**config.mk**
```make
export PLATFORM = sky130hd
export DESIGN_NAME = one_hot_seq_flat
export DESIGN_NICKNAME = d
export VERILOG_FILES = /design/src/rtl/one_hot_seq_if.sv /design/src/rtl/one_hot_seq.sv /design/src/flat_wrapper.sv
export SDC_FILE = /design/constraint.sdc
export NUM_CORES = 1
export LEC_CHECK = 0
export CELL_PAD_IN_SITES_DETAIL_PLACEMENT = 1
export CELL_PAD_IN_SITES_GLOBAL_PLACEMENT = 2
export CORE_ASPECT_RATIO = 0.9
export CORE_MARGIN = 8
export CORE_UTILIZATION = 22
export DETAILED_ROUTE_END_ITERATION = 7
export PLACE_DENSITY = 0.8
export SETUP_SLACK_MARGIN = 0.5
export SKIP_CTS_REPAIR_TIMING = 1
export SYNTH_ARGS = -nofsm -noshare
export SYNTH_HDL_FRONTEND = slang
export SYNTH_SLANG_ARGS = --single-unit
```
**constraint.sdc**
```tcl
create_clock -name clk -period 2 [get_ports clk]
set_input_delay 0.3 -clock clk [delete_from_list [all_inputs] [get_ports clk]]
set_output_delay 0.3 -clock clk [all_outputs]
set_load 0.005 [all_outputs]
```
**src/rtl/one_hot_seq_if.sv**
```systemverilog
// Control/status bundle of the one-hot sequencer.
// master drives en/dir/load/load_idx; slave returns state/idx/last/done/err.
interface one_hot_seq_if #(
  parameter int N_STATES = 4,
  parameter int IDX_W    = $clog2(N_STATES)
);
  logic                en;
  logic                dir;
  logic                load;
  logic [IDX_W-1:0]    load_idx;
  logic [N_STATES-1:0] state;
  logic [IDX_W-1:0]    idx;
  logic                last;
  logic                done;
  logic                err;

  modport master (
    output en, dir, load, load_idx,
    input  state, idx, last, done, err
  );

  modport slave (
    input  en, dir, load, load_idx,
    output state, idx, last, done, err
  );
endinterface

```
**src/rtl/one_hot_seq.sv**
```systemverilog
// Parametrised one-hot ring sequencer: fwd/back, wrap or one-shot, load, err.
// Ports: clk, rst (sync, active high), bus (one_hot_seq_if.slave).
module one_hot_seq #(
  parameter int N_STATES = 4,
  parameter int IDX_W    = $clog2(N_STATES),
  parameter bit ONE_SHOT = 1'b0
) (
  input  logic         clk,
  input  logic         rst,
  one_hot_seq_if.slave bus
);

  localparam int NI = 1 << IDX_W;
  localparam logic [IDX_W-1:0] LP_LAST =
    IDX_W'(N_STATES - 1);
  // Bit i set when load_idx == i is a real state.
  localparam logic [NI-1:0] LP_VLD =
    {NI{1'b1}} >> (NI - N_STATES);

  logic [N_STATES-1:0] r_state, w_nxt_state;
  logic [IDX_W-1:0]    r_idx, w_nxt_idx;
  logic                r_last, w_nxt_last;
  logic                r_done, w_nxt_done;
  logic                r_err, w_nxt_err;

  logic                w_onehot;
  logic                w_term;
  logic                w_step_term;
  logic                w_ld_ok;
  logic [IDX_W-1:0]    w_step;

  assign w_onehot = (r_state != '0) &&
    ((r_state & (r_state - 1'b1)) == '0);

  assign w_ld_ok = LP_VLD[bus.load_idx];

  always_comb begin
    w_step = '0;
    if (bus.dir) begin
      w_step = (r_idx == '0) ? LP_LAST : r_idx - 1'b1;
    end else begin
      w_step = (r_idx == LP_LAST) ? '0 : r_idx + 1'b1;
    end
  end

  // Terminal depends on the direction applied this cycle.
  assign w_term = bus.dir ? (r_idx == '0)
                          : (r_idx == LP_LAST);
  assign w_step_term = bus.dir ? (w_step == '0)
                               : (w_step == LP_LAST);

  always_comb begin
    w_nxt_state = r_state;
    w_nxt_idx   = r_idx;
    w_nxt_last  = 1'b0;
    w_nxt_done  = r_done;
    w_nxt_err   = r_err;
    if (!w_onehot) begin
      w_nxt_state = N_STATES'(1);
      w_nxt_idx   = '0;
      w_nxt_done  = 1'b0;
      w_nxt_err   = 1'b1;
    end else if (bus.load) begin
      if (w_ld_ok) begin
        w_nxt_state = N_STATES'(1) << bus.load_idx;
        w_nxt_idx   = bus.load_idx;
        w_nxt_done  = 1'b0;
      end
    end else if (bus.en && !r_done) begin
      if (ONE_SHOT && w_term) begin
        w_nxt_done = 1'b1;
      end else begin
        w_nxt_state = N_STATES'(1) << w_step;
        w_nxt_idx   = w_step;
        w_nxt_last  = w_step_term;
      end
    end
  end

  always_ff @(posedge clk) begin
    if (rst) begin
      r_state <= N_STATES'(1);
      r_idx   <= '0;
      r_last  <= 1'b0;
      r_done  <= 1'b0;
      r_err   <= 1'b0;
    end else begin
      r_state <= w_nxt_state;
      r_idx   <= w_nxt_idx;
      r_last  <= w_nxt_last;
      r_done  <= w_nxt_done;
      r_err   <= w_nxt_err;
    end
  end

  assign bus.state = r_state;
  assign bus.idx   = r_idx;
  assign bus.last  = r_last;
  assign bus.done  = r_done;
  assign bus.err   = r_err;

endmodule

```
**src/flat_wrapper.sv**
```systemverilog
// flat-port wrapper written by rule: the top's interface ports become plain ports
module one_hot_seq_flat 
#(
  parameter int N_STATES = 4,
  parameter int IDX_W    = $clog2(N_STATES),
  parameter bit ONE_SHOT = 1'b0
)
  (clk, rst, bus_en, bus_dir, bus_load, bus_load_idx, bus_state, bus_idx, bus_last, bus_done, bus_err);
  one_hot_seq_if #(.N_STATES(N_STATES), .IDX_W(IDX_W)) bus_i ();
  input  logic clk;
  input  logic rst;
  input wire logic [$bits(bus_i.en)-1:0] bus_en;
  input wire logic [$bits(bus_i.dir)-1:0] bus_dir;
  input wire logic [$bits(bus_i.load)-1:0] bus_load;
  input wire logic [$bits(bus_i.load_idx)-1:0] bus_load_idx;
  output wire logic [$bits(bus_i.state)-1:0] bus_state;
  output wire logic [$bits(bus_i.idx)-1:0] bus_idx;
  output wire logic [$bits(bus_i.last)-1:0] bus_last;
  output wire logic [$bits(bus_i.done)-1:0] bus_done;
  output wire logic [$bits(bus_i.err)-1:0] bus_err;
  assign bus_i.en = bus_en;
  assign bus_i.dir = bus_dir;
  assign bus_i.load = bus_load;
  assign bus_i.load_idx = bus_load_idx;
  assign bus_state = bus_i.state;
  assign bus_idx = bus_i.idx;
  assign bus_last = bus_i.last;
  assign bus_done = bus_i.done;
  assign bus_err = bus_i.err;
  one_hot_seq #(.N_STATES(N_STATES), .IDX_W(IDX_W), .ONE_SHOT(ONE_SHOT)) u_core (.clk(clk), .rst(rst), .bus(bus_i));
endmodule
```
# ---- Yosys cells after proc, flatten, opt, wreduce, memory -nomap -nowiden
# Index checks and enable logic that the tools add are counted.
# Widths: inputs -> output; s select.
dict set report totals {
  ff_bits 8
  latch_bits 0
  ramBits 0
  romBits 0
  out_inout_bits 9
  elab_cells 37
  memories 0
}
dict set report classes {
  add_sub_neg 3
  mul 0
  div 0
  magnitude_cmp 1
  n_eq_ne 3
  shifts 2
  n_mux 12
  n_bitwise 3
  reduce_logical 9
}
# op count
set ops {}
lappend ops {{$mux 2} 6}
lappend ops {{$mux 4} 3}
lappend ops {{$shl 1x2->4 const A} 2}
lappend ops {{$and 4x4->4} 1}
lappend ops {{$eq 2x2->1 const B} 2}
lappend ops {{$logic_not 2->1} 2}
lappend ops {{$logic_not 4->1} 1}
lappend ops {{$reduce_bool 4->1} 1}
lappend ops {{$reduce_or 4->1} 1}
lappend ops {{$sub 4x1->4 const B} 1}
lappend ops {{$lt 2x3->1 const B} 1}
lappend ops {{$add 2x1->2 const B} 1}
lappend ops {{$bmux 1 s2} 1}
lappend ops {{$mux 1} 2}
lappend ops {{$ne 2x1->1 const B} 1}
lappend ops {{$not 1->1} 2}
lappend ops {{$reduce_and 2->1} 1}
lappend ops {{$reduce_bool 2->1} 1}
lappend ops {{$reduce_or 2->1} 1}
lappend ops {{$sub 2x1->2 const B} 1}
lappend ops {{$logic_and 1x1->1} 1}

# ---- Logic depth before layout (Yosys ltp)
dict set report depth {
  depth_word 6
  mapped_depth 6
}

# ---- Least setup slack after synthesis
# OpenSTA, ideal clock, no wires.
dict set report synth_path {
  kind {reg2reg}
  start {register u_core.r_idx[0], in the netlist u_core.bus.idx[0]}
  end {register u_core.r_state[0], in the netlist u_core.bus.state[0]}
  arrival_time_ns 1.390
  required_time_ns 1.878
  path_slack_ns 0.489
  stages_incl_launch_ff 6
  cell_sequence {dfxtp_1 > inv_1 > ha_1 > xor2_1 > o22ai_1 > a221o_1}
}
dict set report synth_between {
  elab_chain_cells 6
}
# element line
set synth_lines {}
lappend synth_lines {{start: declaration} one_hot_seq.sv:21} ;# logic [IDX_W-1:0] r_idx, w_nxt_idx;
lappend synth_lines {{start signal: assignment} one_hot_seq.sv:89} ;# r_idx <= w_nxt_idx;
lappend synth_lines {{$add 2x1->2, or another cell as far along} one_hot_seq.sv:42} ;# w_step = (r_idx == LP_LAST) ? '0 : r_idx + 1'b1;
lappend synth_lines {{$mux 2, on equally long branches} {one_hot_seq.sv:42, one_hot_seq.sv:40}}
lappend synth_lines {{$mux 2 *} one_hot_seq.sv:39} ;# if (bus.dir) begin
lappend synth_lines {{$shl 1x2->4 *} one_hot_seq.sv:73} ;# w_nxt_state = N_STATES'(1) << w_step;
lappend synth_lines {{$mux 4 *} one_hot_seq.sv:69} ;# end else if (bus.en && !r_done) begin
lappend synth_lines {{$mux 4 *} one_hot_seq.sv:63} ;# end else if (bus.load) begin
lappend synth_lines {{end signal: assignment} one_hot_seq.sv:88} ;# r_state <= w_nxt_state;
lappend synth_lines {{end: declaration} one_hot_seq.sv:20} ;# logic [N_STATES-1:0] r_state, w_nxt_state;
# Every way passes the cells marked *; elsewhere a longest branch is shown, timed or not. The select of a mux whose other input is x is not followed.
# A chain may end at the register's enable or synchronous reset.

# ---- Worst setup path in the final report
dict set report layout_path {
  start {register u_core.r_state[1], in the netlist u_core.bus.state[1]}
  end {register u_core.r_state[0], in the netlist u_core.bus.state[0]}
}
dict set report layout_between {
  elab_chain_cells 6
}
# element line
set layout_lines {}
lappend layout_lines {{$sub 4x1->4} one_hot_seq.sv:33} ;# ((r_state & (r_state - 1'b1)) == '0);
lappend layout_lines {{$and 4x4->4} one_hot_seq.sv:33}
lappend layout_lines {{$logic_not 4->1} one_hot_seq.sv:33}
lappend layout_lines {{$logic_and 1x1->1 *} one_hot_seq.sv:32} ;# assign w_onehot = (r_state != '0) &&
lappend layout_lines {{$not 1->1 (no line) *} n/a}
lappend layout_lines {{$reduce_or 2->1 (no line) *} n/a}
# Every way passes the cells marked *; elsewhere a longest branch is shown, timed or not.

==> impl_metrics.toml <==
[outcome]
outcome = "complete, no violations"

[final_layout]
n_antenna_cell = 0
final_net_count = 88
fillCellCount = 230
drive_gt1_share_pct = 33.8
instances_no_fill = 102
syn2layout_area_growth_pct = 70.6
fin_area_sq_um = 732

[synth]
ys_types = 22
synth_area_leaders = "dfxtp_1 37%, a21oi_1 5.8%, ha_1 5.8%"
ys_seq_area_share_pct = 37.3
yosys.cell_count.top_type = "dfxtp_1"
synth_top_area_cell = "dfxtp_1"
yosysWarnings = 0
synthFlopType = "dfxtp_1"
syn_area_sq_um = 429
synthArstFlopShare_pct = 0
syn_nets = 61
netlist_instances = 52
synth_edf_count = 0
avgSynthCellArea_sq_um = 8.25
ys_ff_latch = 8
synth_top_area_share_pct = 37.3
ys_top_cells_by_count = "8 x dfxtp_1, 6 x nor2_1, 5 x a21oi_1"

[route]
vias = 466
wirelength_um = 1380
vias_per_cell = 4.57
drcViolationCount = 0
drt-pass1-iter-count = 4
wl_per_cell_um = 13.5
postRouteAntennaNets = 0
drtIter0Drc = 1

[clock_network]
cts_sinks = 8
h-tree-depth = 1
cts_tree = "done"
clock_latency_ns = 0.26
clk_path_buf_depth = 2
clockRootBuffer = "clkbuf_4"
cts.clk_slew.worst_paths_ns = 0.06
numCtsBuffers = 3

[placement]
place_inst = 91
gp_congestion = 0.700
placed_cell_area_sq_um = 603
io_buffers = 14
hpwl_um = 921

[global_route]
grt_max_degree = 9
overflow = 0
grt_pass1_wl_um = 2010
grt.total_usage_pct = 7.12
antenna_found_initial = 0
grt_pass1_vias = 437

[floorplanning]
initial_core_util_pct = 22.9
dieArea_sq_mm = 0.00362
die_h_um = 57.9
die_x_um = 62.6
fp-row-count = 15
core_area_sq_mm = 0.00188
io_pins = 16

[pwr]
power_mw = 0.597
clockPowerShare_pct = 21.7
netSwitchingFraction_pct = 31.4
power.density_mw_per_mm2 = 816
comb_power_share_pct = 41.9
p_sw_mw = 0.188
p_seq_share_pct = 36.4
total_leakage_power_nw = 0.300
internal_power_mw = 0.409
ir_drop_mv = 0.227

[worst_setup_path]
worstReg2RegEnd = "u_core.bus.state[0]"
path_class = "register to register"
reg2reg_depth = 3
r2r_start = "u_core.bus.state[1]"
path_max_fanout = 5
crit_end = "u_core.bus.state[0]"
cp-end-kind = "register"
startpoint = "u_core.bus.state[1]"
critPathLaunchType = "register"
regToRegSetupSlack_ns = 0.51
critical_path_required_ns = 2.15
cp.arrival_ns = 1.64

[timing]
skew_ns = 0.00540
fmax_mhz = 673
finalHoldViolCount = 0
period_needed_ns = 1.49
rsz0062_at_grt = "yes"
period_share_pct = 74.3
maxSlewViolCount = 0
setup_violations = 0
whs_ns = 0.476
fin_tns_setup_ns = 0

[run]
drv_cap = 0

[min_path]
hold_class = "register to register"
min_from = "u_core.bus.err"
## how the worst min path moves through the flow
stage / end / slack [ns] / depth (start not counted)
CTS: u_core.bus.state[2] / 0.47 / 2
global route: u_core.bus.err / 0.51 / 2
detailed placement: u_core.bus.state[2] / 0.46 / 2
floorplan: u_core.bus.err / 0.37 / 1
finish: u_core.bus.err / 0.48 / 2
global placement: u_core.bus.state[2] / 0.46 / 2
## metrics by stage
| stage | setup WS, ns | util [%] |
|---|---|---|
| 5_1_grt | 0.473 | 39.0 |
| 6_report | 0.514 | 39.0 |
| 4_1_cts | 0.375 | 33.3 |
| 2_1_floorplan | 0.519 | - |
| 3_5_place_dp | 0.284 | 32.1 |
| 3_3_place_gp | 0.279 | 32.1 |
## cells by family after synthesis
| group | synth area share, % |
|---|---|
| xor+xnor | 4.08 |
| buf+inv | 5.25 |
| compound gates | 26.8 |
| other cells | 0.874 |
| simple gates | 19.8 |
| flops | 37.3 |
| fa+ha+maj | 5.83 |
## flip-flops by register name, summed over array words and instances, names as in the netlist
| register | flops |
|---|---|
| u_core.bus.err | 1 |
| u_core.bus.idx | 2 |
| u_core.bus.last | 1 |
| u_core.bus.state | 4 |
## layer usage
layer / GRT usage, % / vias to the layer above / routed length, um
met1: 7.44 / 218 / 609
met5: 0 / - / 0
met2: 10.8 / 14 / 656
met3: 2.88 / 3 / 82
li1: - / 231 / -
met4: 6.82 / 0 / 27
## cell type report
class | count | area (sq um) | share of cell area [%]
clock buffers | 3 | 22.5 | 3.08
inverters | 4 | 17.5 | 2.39
multi-input cells | 39 | 278 | 37.9
flip-flops and latches | 8 | 173 | 23.6
well taps | 25 | 31.3 | 4.27
repair buffers | 23 | 210 | 28.7
## worst max-delay path, stage by stage, from the launching register on
cell     delay (ns)
dfxtp_2        0.34
or4_4          0.54
a21o_4         0.25
a221o_1        0.25
## power by group through the flow
stage	Clock, mW	Sequential [mW]	Combinational (mW)
after floorplan	0	0.214	0.0910
after global placement	0	0.216	0.178
after detailed placement	0	0.216	0.181
after CTS	0.136	0.213	0.183
after global routing	0.143	0.222	0.276
final	0.129	0.217	0.250
## placed cells by master (no fill, tap or decap), types with 2 or more instances in the layout
cell type,n
a21oi_1,4
a32oi_1,2
buf_4,9
clkbuf_4,3
clkdlybuf4s50_1,13
dfxtp_1,2
dfxtp_2,4
dfxtp_4,2
inv_1,2
nand2_1,4
nand2b_1,2
nor2_1,6
nor2b_1,2
o211ai_1,2
o21ai_0,2
No activity file was read; power rests on OpenSTA's default activity.
